--- config.mk ---
export PLATFORM = sky130hd
export DESIGN_NAME = ips2l_pcie_dma_mwr_rx_ctrl_flat
export DESIGN_NICKNAME = d
export VERILOG_FILES = /design/src/rtl/ips2l_pcie_dma_mwr_rx_ctrl_if.sv /design/src/rtl/ips2l_pcie_dma_mwr_rx_ctrl.sv /design/src/flat_wrapper.sv
export SDC_FILE = /design/constraint.sdc
export NUM_CORES = 1
export LEC_CHECK = 0
export BUFFER_PORTS_ARGS = -buffer_cell sky130_fd_sc_hd__clkbuf_2
export CORE_MARGIN = 2
export CORE_UTILIZATION = 25
export DETAILED_ROUTE_END_ITERATION = 8
export HOLD_SLACK_MARGIN = 0.15
export RECOVER_POWER = 25
export SLEW_MARGIN = 20
export SYNTH_ARGS = -nofsm -noshare
export SYNTH_HDL_FRONTEND = slang
export SYNTH_SLANG_ARGS = --single-unit
--- constraint.sdc ---
create_clock -name clk -period 3.6 [get_ports clk]
set_input_delay 0.18 -clock clk [delete_from_list [all_inputs] [get_ports clk]]
set_output_delay 0.18 -clock clk [all_outputs]
set_load 0.1 [all_outputs]
--- src/rtl/ips2l_pcie_dma_mwr_rx_ctrl_if.sv ---
// ----------------------------------------------------------------------------
// ips2l_pcie_dma_mwr_rx_ctrl_if
// AXI-stream TLP channel from the PCIe core (source) to the MWr receive
// controller (sink).
//   tvld  : beat valid           (source -> sink)
//   trdy  : beat ready           (sink -> source)
//   tdata : 128-bit beat data    (source -> sink)
//   tlast : last beat of the TLP (source -> sink)
// ----------------------------------------------------------------------------
interface ips2l_pcie_dma_mwr_rx_ctrl_if;
    logic         tvld;
    logic         trdy;
    logic [127:0] tdata;
    logic         tlast;

    modport master (output tvld, output tdata, output tlast, input  trdy);
    modport slave  (input  tvld, input  tdata, input  tlast, output trdy);
endinterface

--- src/rtl/ips2l_pcie_dma_mwr_rx_ctrl.sv ---
// ----------------------------------------------------------------------------
// ips2l_pcie_dma_mwr_rx_ctrl
// Receive side of the DMA memory-write path. Takes posted MWr TLPs (3DW/4DW
// header beat followed by 128-bit payload beats), byte-swaps every payload DW
// from wire order to little-endian and writes it into the DMA buffer RAM with
// per-DW byte enables. Non-MWr TLPs, unaligned MWr and length/tlast mismatches
// are dropped and counted.
// Ports:
//   clk, rst          : core clock, synchronous active-high reset
//   axis_master       : TLP stream (slave modport)
//   i_wr_hold         : RAM backpressure, deasserts trdy
//   o_wr_en/addr/data/be : RAM write port, 1 clk after beat acceptance
//   o_tlp_done        : pulse with the final write of a good MWr
//   o_tlp_len/tag/req_id : header fields of the last good MWr
//   o_err_malformed   : sticky malformed flag
//   o_drop_cnt        : saturating dropped-TLP count
//   i_cnt_clr         : clears o_drop_cnt and o_err_malformed
// ----------------------------------------------------------------------------
module ips2l_pcie_dma_mwr_rx_ctrl #(
    parameter int unsigned ADDR_W = 10
) (
    input  logic                        clk,
    input  logic                        rst,
    ips2l_pcie_dma_mwr_rx_ctrl_if.slave axis_master,
    input  logic                        i_wr_hold,
    output logic                        o_wr_en,
    output logic [ADDR_W-1:0]           o_wr_addr,
    output logic [127:0]                o_wr_data,
    output logic [15:0]                 o_wr_be,
    output logic                        o_tlp_done,
    output logic [9:0]                  o_tlp_len,
    output logic [7:0]                  o_tlp_tag,
    output logic [15:0]                 o_tlp_req_id,
    output logic                        o_err_malformed,
    output logic [15:0]                 o_drop_cnt,
    input  logic                        i_cnt_clr
);

    typedef enum logic [1:0] {HDR, DATA, DROP} state_e;

    state_e state_q, state_d;
    logic   rst_q;

    logic [ADDR_W-1:0] ptr_q, ptr_d;
    logic [10:0]       rem_q, rem_d;      // remaining DWs, 1..1024
    logic              first_q, first_d;
    logic              one_dw_q, one_dw_d;
    logic [3:0]        fbe_q, fbe_d, lbe_q, lbe_d;
    logic [9:0]        len_q, len_d;
    logic [7:0]        tag_q, tag_d;
    logic [15:0]       rid_q, rid_d;

    logic              wr_en_q, wr_en_d;
    logic [ADDR_W-1:0] wr_addr_q, wr_addr_d;
    logic [127:0]      wr_data_q, wr_data_d;
    logic [15:0]       wr_be_q, wr_be_d;
    logic              done_q, done_d;
    logic [9:0]        tlp_len_q, tlp_len_d;
    logic [7:0]        tlp_tag_q, tlp_tag_d;
    logic [15:0]       tlp_rid_q, tlp_rid_d;
    logic              err_q, err_d;
    logic [15:0]       drop_cnt_q, drop_cnt_d;

    logic              beat_acc;
    logic [7:0]        fmt_type;
    logic              is_4dw, is_mwr, hdr_misalign;
    logic [ADDR_W-1:0] hdr_ptr;
    logic              last_beat;
    logic [127:0]      swap_data;
    logic [15:0]       beat_be;
    logic              drop_inc, err_set;

    assign axis_master.trdy = ~rst_q & ~i_wr_hold;
    assign beat_acc         = axis_master.tvld & axis_master.trdy;

    // Header decode; the low address DW is DW2 for 3DW and DW3 for 4DW
    assign fmt_type     = axis_master.tdata[31:24];
    assign is_4dw       = (fmt_type == 8'h60);
    assign is_mwr       = (fmt_type == 8'h40) | is_4dw;
    assign hdr_misalign = is_4dw ? (|axis_master.tdata[99:98]) : (|axis_master.tdata[67:66]);
    assign hdr_ptr      = is_4dw ? axis_master.tdata[ADDR_W+99:100] : axis_master.tdata[ADDR_W+67:68];
    assign last_beat    = (rem_q <= 11'd4);

    always_comb begin
        swap_data = '0;
        beat_be   = '0;
        for (int unsigned i = 0; i < 4; i++) begin
            swap_data[i*32 +: 32] = {axis_master.tdata[i*32 +: 8], axis_master.tdata[i*32+8 +: 8],
                                     axis_master.tdata[i*32+16 +: 8], axis_master.tdata[i*32+24 +: 8]};
            if (11'(i) < rem_q) beat_be[i*4 +: 4] = 4'hF;
            if (i == 0 && first_q) beat_be[3:0] = fbe_q;
            // last_be goes on the highest valid lane; a 1-DW TLP uses first_be only
            if (last_beat && !one_dw_q && (11'(i) + 11'd1 == rem_q)) beat_be[i*4 +: 4] = lbe_q;
        end
    end

    // State register
    always_ff @(posedge clk) begin
        rst_q <= rst;
        if (rst) begin
            state_q    <= HDR;
            ptr_q      <= '0;
            rem_q      <= '0;
            first_q    <= 1'b0;
            one_dw_q   <= 1'b0;
            fbe_q      <= '0;
            lbe_q      <= '0;
            len_q      <= '0;
            tag_q      <= '0;
            rid_q      <= '0;
            wr_en_q    <= 1'b0;
            wr_addr_q  <= '0;
            wr_data_q  <= '0;
            wr_be_q    <= '0;
            done_q     <= 1'b0;
            tlp_len_q  <= '0;
            tlp_tag_q  <= '0;
            tlp_rid_q  <= '0;
            err_q      <= 1'b0;
            drop_cnt_q <= '0;
        end else begin
            state_q    <= state_d;
            ptr_q      <= ptr_d;
            rem_q      <= rem_d;
            first_q    <= first_d;
            one_dw_q   <= one_dw_d;
            fbe_q      <= fbe_d;
            lbe_q      <= lbe_d;
            len_q      <= len_d;
            tag_q      <= tag_d;
            rid_q      <= rid_d;
            wr_en_q    <= wr_en_d;
            wr_addr_q  <= wr_addr_d;
            wr_data_q  <= wr_data_d;
            wr_be_q    <= wr_be_d;
            done_q     <= done_d;
            tlp_len_q  <= tlp_len_d;
            tlp_tag_q  <= tlp_tag_d;
            tlp_rid_q  <= tlp_rid_d;
            err_q      <= err_d;
            drop_cnt_q <= drop_cnt_d;
        end
    end

    // Next-state logic
    always_comb begin
        state_d = state_q;
        if (beat_acc) begin
            unique case (state_q)
                HDR: begin
                    if (axis_master.tlast)            state_d = HDR;
                    else if (!is_mwr || hdr_misalign) state_d = DROP;
                    else                              state_d = DATA;
                end
                DATA: begin
                    if (axis_master.tlast) state_d = HDR;
                    else if (last_beat)    state_d = DROP;
                end
                DROP: begin
                    if (axis_master.tlast) state_d = HDR;
                end
                default: state_d = HDR;
            endcase
        end
    end

    // Datapath / output logic
    always_comb begin
        ptr_d     = ptr_q;
        rem_d     = rem_q;
        first_d   = first_q;
        one_dw_d  = one_dw_q;
        fbe_d     = fbe_q;
        lbe_d     = lbe_q;
        len_d     = len_q;
        tag_d     = tag_q;
        rid_d     = rid_q;
        wr_en_d   = 1'b0;
        wr_addr_d = wr_addr_q;
        wr_data_d = wr_data_q;
        wr_be_d   = wr_be_q;
        done_d    = 1'b0;
        tlp_len_d = tlp_len_q;
        tlp_tag_d = tlp_tag_q;
        tlp_rid_d = tlp_rid_q;
        drop_inc  = 1'b0;
        err_set   = 1'b0;

        if (beat_acc && state_q == HDR) begin
            ptr_d    = hdr_ptr;
            rem_d    = (axis_master.tdata[9:0] == 10'd0) ? 11'd1024 : {1'b0, axis_master.tdata[9:0]};
            first_d  = 1'b1;
            one_dw_d = (axis_master.tdata[9:0] == 10'd1);
            fbe_d    = axis_master.tdata[35:32];
            lbe_d    = axis_master.tdata[39:36];
            len_d    = axis_master.tdata[9:0];
            tag_d    = axis_master.tdata[47:40];
            rid_d    = axis_master.tdata[63:48];
            drop_inc = axis_master.tlast | ~is_mwr | hdr_misalign;
            err_set  = is_mwr & (axis_master.tlast | hdr_misalign);
        end else if (beat_acc && state_q == DATA) begin
            wr_en_d   = 1'b1;
            wr_addr_d = ptr_q;
            wr_data_d = swap_data;
            wr_be_d   = beat_be;
            ptr_d     = ptr_q + 1'b1;
            rem_d     = last_beat ? 11'd0 : rem_q - 11'd4;
            first_d   = 1'b0;
            if (axis_master.tlast && last_beat) begin
                done_d    = 1'b1;
                tlp_len_d = len_q;
                tlp_tag_d = tag_q;
                tlp_rid_d = rid_q;
            end else if (axis_master.tlast || last_beat) begin
                drop_inc = 1'b1;
                err_set  = 1'b1;
            end
        end

        // Clear has priority over a same-cycle increment or set
        if (i_cnt_clr) begin
            err_d      = 1'b0;
            drop_cnt_d = '0;
        end else begin
            err_d      = err_q | err_set;
            drop_cnt_d = (drop_inc && drop_cnt_q != 16'hFFFF) ? drop_cnt_q + 16'd1 : drop_cnt_q;
        end
    end

    assign o_wr_en         = wr_en_q;
    assign o_wr_addr       = wr_addr_q;
    assign o_wr_data       = wr_data_q;
    assign o_wr_be         = wr_be_q;
    assign o_tlp_done      = done_q;
    assign o_tlp_len       = tlp_len_q;
    assign o_tlp_tag       = tlp_tag_q;
    assign o_tlp_req_id    = tlp_rid_q;
    assign o_err_malformed = err_q;
    assign o_drop_cnt      = drop_cnt_q;

endmodule

--- src/flat_wrapper.sv ---
// flat-port wrapper written by rule: the top's interface ports become plain ports
module ips2l_pcie_dma_mwr_rx_ctrl_flat 
#(
    parameter int unsigned ADDR_W = 10
)
  (clk, rst, i_wr_hold, o_wr_en, o_wr_addr, o_wr_data, o_wr_be, o_tlp_done, o_tlp_len, o_tlp_tag, o_tlp_req_id, o_err_malformed, o_drop_cnt, i_cnt_clr, axis_master_tvld, axis_master_tdata, axis_master_tlast, axis_master_trdy);
  ips2l_pcie_dma_mwr_rx_ctrl_if axis_master_i ();
  input  logic clk;
  input  logic rst;
  input  logic i_wr_hold;
  output logic o_wr_en;
  output logic [ADDR_W-1:0] o_wr_addr;
  output logic [127:0] o_wr_data;
  output logic [15:0] o_wr_be;
  output logic o_tlp_done;
  output logic [9:0] o_tlp_len;
  output logic [7:0] o_tlp_tag;
  output logic [15:0] o_tlp_req_id;
  output logic o_err_malformed;
  output logic [15:0] o_drop_cnt;
  input  logic i_cnt_clr;
  input wire logic [$bits(axis_master_i.tvld)-1:0] axis_master_tvld;
  input wire logic [$bits(axis_master_i.tdata)-1:0] axis_master_tdata;
  input wire logic [$bits(axis_master_i.tlast)-1:0] axis_master_tlast;
  output wire logic [$bits(axis_master_i.trdy)-1:0] axis_master_trdy;
  assign axis_master_i.tvld = axis_master_tvld;
  assign axis_master_i.tdata = axis_master_tdata;
  assign axis_master_i.tlast = axis_master_tlast;
  assign axis_master_trdy = axis_master_i.trdy;
  ips2l_pcie_dma_mwr_rx_ctrl #(.ADDR_W(ADDR_W)) u_core (.clk(clk), .rst(rst), .axis_master(axis_master_i), .i_wr_hold(i_wr_hold), .o_wr_en(o_wr_en), .o_wr_addr(o_wr_addr), .o_wr_data(o_wr_data), .o_wr_be(o_wr_be), .o_tlp_done(o_tlp_done), .o_tlp_len(o_tlp_len), .o_tlp_tag(o_tlp_tag), .o_tlp_req_id(o_tlp_req_id), .o_err_malformed(o_err_malformed), .o_drop_cnt(o_drop_cnt), .i_cnt_clr(i_cnt_clr));
endmodule
== Word-level counts from Yosys, hierarchy flattened ==
Index checks and enable logic that the tools add are counted.

* Add/subtract/negate cells: 3
* Magnitude comparators: 5
* Equal/unequal tests: 12
* Muxes and demuxes: 32
* Bitwise logic cells: 13
* Reduce and logical (&&, ||, !) cells: 24

{| class="wikitable"
|+ Operators by type and width
! cell !! number
|-
| $mux W11 || 4
|-
| $mux W4 || 9
|-
| $mux W10 || 3
|-
| $eq A2 B11 Y1 const A || 2
|-
| $lt A1 B11 Y1 const A || 2
|-
| $lt A2 B11 Y1 const A || 2
|-
| $add A16 B1 Y16 const B || 1
|-
| $eq A8 B7 Y1 const B || 2
|-
| $ne A16 B16 Y1 const B || 1
|-
| $eq A1 B11 Y1 const A || 1
|-
| $eq A3 B11 Y1 const A || 1
|-
| $le A11 B3 Y1 const B || 1
|-
| $sub A11 B3 Y11 const B || 1
|-
| $add A10 B1 Y10 const B || 1
|-
| $eq A10 B1 Y1 const B || 1
|-
| $logic_not A10 Y1 || 1
|-
| $mux W1 || 10
|-
| $mux W2 || 5
|-
| $logic_and A1 B1 Y1 || 9
|-
| $reduce_or A2 Y1 || 4
|-
| $pmux W2 S3 || 1
|-
| $reduce_and A3 Y1 || 2
|-
| $not A1 Y1 || 5
|-
| $or A1 B1 Y1 || 5
|-
| 11 further kinds || 15
|}

* Bits in registers: 275
* Input port bits: 134
* Output and inout bits: 208
* Word-level logic and storage cells: 110

== Depth between registers and ports, before layout ==
* Depth in word-level cells: 7
* Depth in mapped cells: 12
* Gate-level depth less buffers: 9

== Worst setup path before layout ==
Ideal clock, no wire load.

* Path kind: flip-flop to flip-flop
* Start: register u_core.drop_cnt_q[0], in the netlist u_core.o_drop_cnt[0]
* End: register u_core.drop_cnt_q[1], in the netlist u_core.o_drop_cnt[1]
* Setup time: 0.071 ns
* Data arrival time: 2.589 ns
* Required time: 3.529 ns
* Slack: 0.940 ns
* Stages on the path, launching flop included: 10
* Path buffers: 3
* Clock period less this slack: 2.660 ns
* Path through: dfxtp_1 ha_1 and3_1 and2_1 clkbuf_1 and3_1 clkbuf_1 buf_2 o21ai_0 a21oi_1

* Cells in the longest elaborated chain, start to end: 2
* Elaborated cells on any way between the ends: 3
* Those cells by class: 1 x add/sub; 1 x eq/ne; 1 x reduce/logical

{| class="wikitable"
|+ Ends and longest elaborated chain
! element !! RTL line !! text
|-
| start, declared || ips2l_pcie_dma_mwr_rx_ctrl.sv:62 || <nowiki>logic [15:0] drop_cnt_q, drop_cnt_d;</nowiki>
|-
| start signal, assigned || ips2l_pcie_dma_mwr_rx_ctrl.sv:141 || <nowiki>drop_cnt_q <= drop_cnt_d;</nowiki>
|-
| branches (longest 2 deep; another with $add A16 B1 Y16) || n/a ||
|}

Parallel ways; which one is timed is not known.
A chain may end at the register's enable or synchronous reset.

== Worst setup path in the final report ==
* Start: register u_core.rem_q[3]
* End: register u_core.drop_cnt_q[3], in the netlist u_core.o_drop_cnt[3]

* Cells in the longest elaborated chain, start to end: 7
* Elaborated cells on any way between the ends: 8
* Those cells by class: 1 x order compare; 4 x mux; 3 x reduce/logical

{| class="wikitable"
|+ Ends and longest elaborated chain
! element !! RTL line !! text
|-
| start, declared || ips2l_pcie_dma_mwr_rx_ctrl.sv:45 || <nowiki>logic [10:0] rem_q, rem_d;</nowiki>
|-
| start signal, assigned || ips2l_pcie_dma_mwr_rx_ctrl.sv:124 || <nowiki>rem_q <= rem_d;</nowiki>
|-
| $le A11 B3 Y1 * || ips2l_pcie_dma_mwr_rx_ctrl.sv:82 || <nowiki>assign last_beat = (rem_q <= 11'd4);</nowiki>
|-
| $logic_or A1 B1 Y1 || ips2l_pcie_dma_mwr_rx_ctrl.sv:214 || <nowiki>end else if (axis_master.tlast || last_beat) begin</nowiki>
|-
| $mux W1 || ips2l_pcie_dma_mwr_rx_ctrl.sv:214 ||
|-
| $mux W1 * || ips2l_pcie_dma_mwr_rx_ctrl.sv:209 || <nowiki>if (axis_master.tlast && last_beat) begin</nowiki>
|-
| $mux W1 * || ips2l_pcie_dma_mwr_rx_ctrl.sv:201 || <nowiki>end else if (beat_acc && state_q == DATA) begin</nowiki>
|-
| $mux W1 * || ips2l_pcie_dma_mwr_rx_ctrl.sv:189 || <nowiki>if (beat_acc && state_q == HDR) begin</nowiki>
|-
| $logic_and A1 B1 Y1 * || ips2l_pcie_dma_mwr_rx_ctrl.sv:226 || <nowiki>drop_cnt_d = (drop_inc && drop_cnt_q != 16'hFFFF) ? drop_cnt_q + 16'd1 : drop_cnt_q;</nowiki>
|}

Mark *: on every way between the ends. The rest lies on a longest branch, timed or not.

==> results.txt <==
FP Rows - 75
Wire per inst - 15.3 µm
Worst Tran Pin Value - 1.24 ns
Leak Pwr - 5.59 nW
TritonCTS clock tree - done
N_diodes - 0
RD Place Congestion - 0.813
Final Power - 6.93 mW
Post-route cell area - 15,000 µm²
Post-Place Cell Area - 12,800 µm²
Max-slew violation count - 0
Crit path cell chain - inv_1 -> ha_1 -> nor3b_1 -> o211a_1 -> ha_1 -> o21ai_2 -> or2_0 -> or4_1 -> a21oi_1
Hold Path Class - in2reg
Number of buffers created by CTS - 34
Post-Route WL - 35,800 µm
Syn Nets - 1,479
Highest routed metal layer - met4
Setup TNS - 0 ns
Synth Area in Compound Gates - 0.176
Post-route setup slack - 0.720 ns
Top delay family on crit path - simple AND/OR/NAND/NOR gates
Dpl hpwl - 23,400 µm
Initial antenna violation count - 0
Met2 WL post-DR - 17,000 µm
Post-synthesis sequential area ratio - 0.521
Area leader, netlist - dfxtp_1
Post-Synthesis Cells - 1,339
Hold-fix buffers, CTS - 134
Antenna Nets Post-Route - 0
Area contributors post-synth - dfxtp_1 52%, nand2_1 17%, a21oi_1 12%
Final Hold Viols - 0
Unrepaired setup endpoints after global routing - no
Fmax - 0.347 GHz
Ys async rst share - 0
CORE AREA - 41,900 µm²
Die area - 43,900 µm²
Worst rel slew slack - 0.174
Sink Count - 275
Residual DRC - 0
Worst endpoint data arrival time - 3.33 ns
Synthesized flop and latch total - 275
Final Setup Violations - 0
First-pass GRT wire length - 55,800 µm
CP most frequent cell - ha_1
Status - complete, no violations
Crit path capture type - flop
Setup bufs post-CTS - 0
Max IR drop VDD - 248 µV
Pre-CTS WS - 0.730 ns
Post-synth EDFFs - 0
XOR/XNOR share of the synthesized area - 0.00166
Worst Path Buf+Inv - 1
CTS Root Buffer Type - clkbuf_16
Die width - 210 µm
Largest net degree at the start of global routing - 143
Kind of critical path - reg2reg
Post-synth top area share - 0.521
Starting Density - 0.252
1st-iter DRT viols - 608
Post-Synth Adder-Cell Area - 0.00711
Skew final - 0.0251 ns
Routed met1 length - 15,600 µm
Largest family of logic cells by synthesized area - simple AND/OR/NAND/NOR gates
Synth cell count leaders - 472 x nand2_1, 275 x dfxtp_1, 250 x a21oi_1
Clock buffer depth - 3
Cell variety after synth - 57
CTS clk-pin slew, worst paths - 0.06 ns
DR vias/cell - 4.63
Ys Warns - 0
Post-synthesis mux area share - 0.0163
Boundary Pins - 342
Chip height - 210 µm
H-tree levels - 2
Via Count - 10,794
Max Cap Viol - 0
P per Cell Area - 461 nW/µm²
Metal3 WL - 1940 µm
Worst Path Required - 4.05 ns
Vias in the first global route - 10,570
Syn Area/Cell - 7.89 µm²
Fin nets - 1,910
Buffers on Ports - 341
CP Launch Type - flop
Slowest-stage cell, CP - or4_1
Total GRT Usage - 0.158
CP Max Fanout - 18
Area delta synth->final - 42.4%
Clk Latency, worst-skew pair - 0.53 ns
Share of post-route cells with drive strength above 1 - 0.172
CP peak stage delay - 0.61 ns
Most common cell in the synthesized netlist - nand2_1
Post-cts sizing count - 0
Min cycle time layout - 2.88 ns
Ys flop type - dfxtp_1
Pre-antenna DRT Iters - 5
Total congestion overflow - 0
Mapped cell area - 10,600 µm²
Period utilisation layout - 0.800
Simple-gate portion of the synthesized area - 0.239
[power breakdown]
part	internal (mW)	total, mW	switching, mW
combinational	0.223	0.467	0.245
clock	2.04	3.37	1.32
sequential	3.07	3.10	0.0258
total	5.34	6.93	1.59
[final timing paths]
check / start / endpoint / slack [ns] / cells past startpoint
worst max-delay path: u_core.rem_q[3]$_SDFFE_PP0P_ / u_core.o_drop_cnt[3]$_SDFFE_PP0P_ / 0.72 / 9
worst max register to register: u_core.rem_q[3]$_SDFFE_PP0P_ / u_core.o_drop_cnt[3]$_SDFFE_PP0P_ / 0.72 / 9
worst min-delay path: rst / u_core.one_dw_q$_SDFFE_PP0P_ / 0.37 / 2
worst min register to register: u_core.tag_q[3]$_SDFFE_PP0P_ / u_core.o_tlp_tag[3]$_SDFFE_PP0P_ / 0.45 / 2
[through the flow]
step	hold slack [ns]	utilization	instances
after floorplan	0.208	-	1339
after global placement	0.402	0.305	2139
after detailed placement	0.407	0.305	2139
after CTS	0.372	0.363	2331
after global routing	0.410	0.359	2331
final	0.369	0.359	2331
[registers in the layout, indices dropped and copies added (netlist names)]
register / count
u_core.o_wr_data: 128
u_core.o_drop_cnt: 16
u_core.o_tlp_req_id: 16
u_core.o_wr_be: 16
u_core.rid_q: 16
u_core.rem_q: 11
u_core.len_q: 10
u_core.o_tlp_len: 10
u_core.o_wr_addr: 10
u_core.ptr_q: 10
u_core.o_tlp_tag: 8
u_core.tag_q: 8
u_core.fbe_q: 4
u_core.lbe_q: 4
u_core.state_q: 2
u_core.first_q: 1
u_core.o_err_malformed: 1
u_core.o_tlp_done: 1
u_core.o_wr_en: 1
u_core.one_dw_q: 1
u_core.rst_q: 1
[kinds of logic after synthesis]
group / count (synthesis)
xor+xnor: 2
buf+inv: 102
compound gates: 338
simple gates: 600
flops: 275
mux: 16
fa+ha+maj: 6
[area by class of cell]
cell class,count,area (µm²)
clock buffers,48,943
clock inverters,10,148
fillers,4374,26800
inverters,6,22.5
multi-input cells,962,4670
flip-flops and latches,275,5510
well taps,539,674
repair buffers,491,3080
[layout by cell type, fill, tap and decap left out, drive strengths merged, types with 4 or more instances in the layout]
master,n
o21ai,35
nor3,13
mux2,10
nor4,9
dfxtp,275
a31oi,5
nand2,472
or4,10
a311oi,5
clkinv,4
inv,6
buf,16
nand3,16
a21oi,250
clkbuf,389
or3,4
a22oi,8
nor4b,5
mux2i,6
nor2,40
ha,6
and3,8
nand4,5
o31ai,10
dlygate4sd3,134
[metal layers]
| layer | vias to the layer above | global-route usage |
|---|---|---|
| li1 | 5381 | - |
| met1 | 4998 | 0.192 |
| met2 | 330 | 0.267 |
| met3 | 85 | 0.0383 |
| met4 | 0 | 0.0648 |
| met5 | - | 0 |
[worst register-to-register path, cell delays in order, from the launching register on]
cell	delay [ns]
dfxtp_1	0.36
inv_1	0.11
ha_1	0.20
nor3b_1	0.15
o211a_1	0.27
ha_1	0.36
o21ai_2	0.08
or2_0	0.51
or4_1	0.62
a21oi_1	0.15
(Power assumes the default switching activity.)
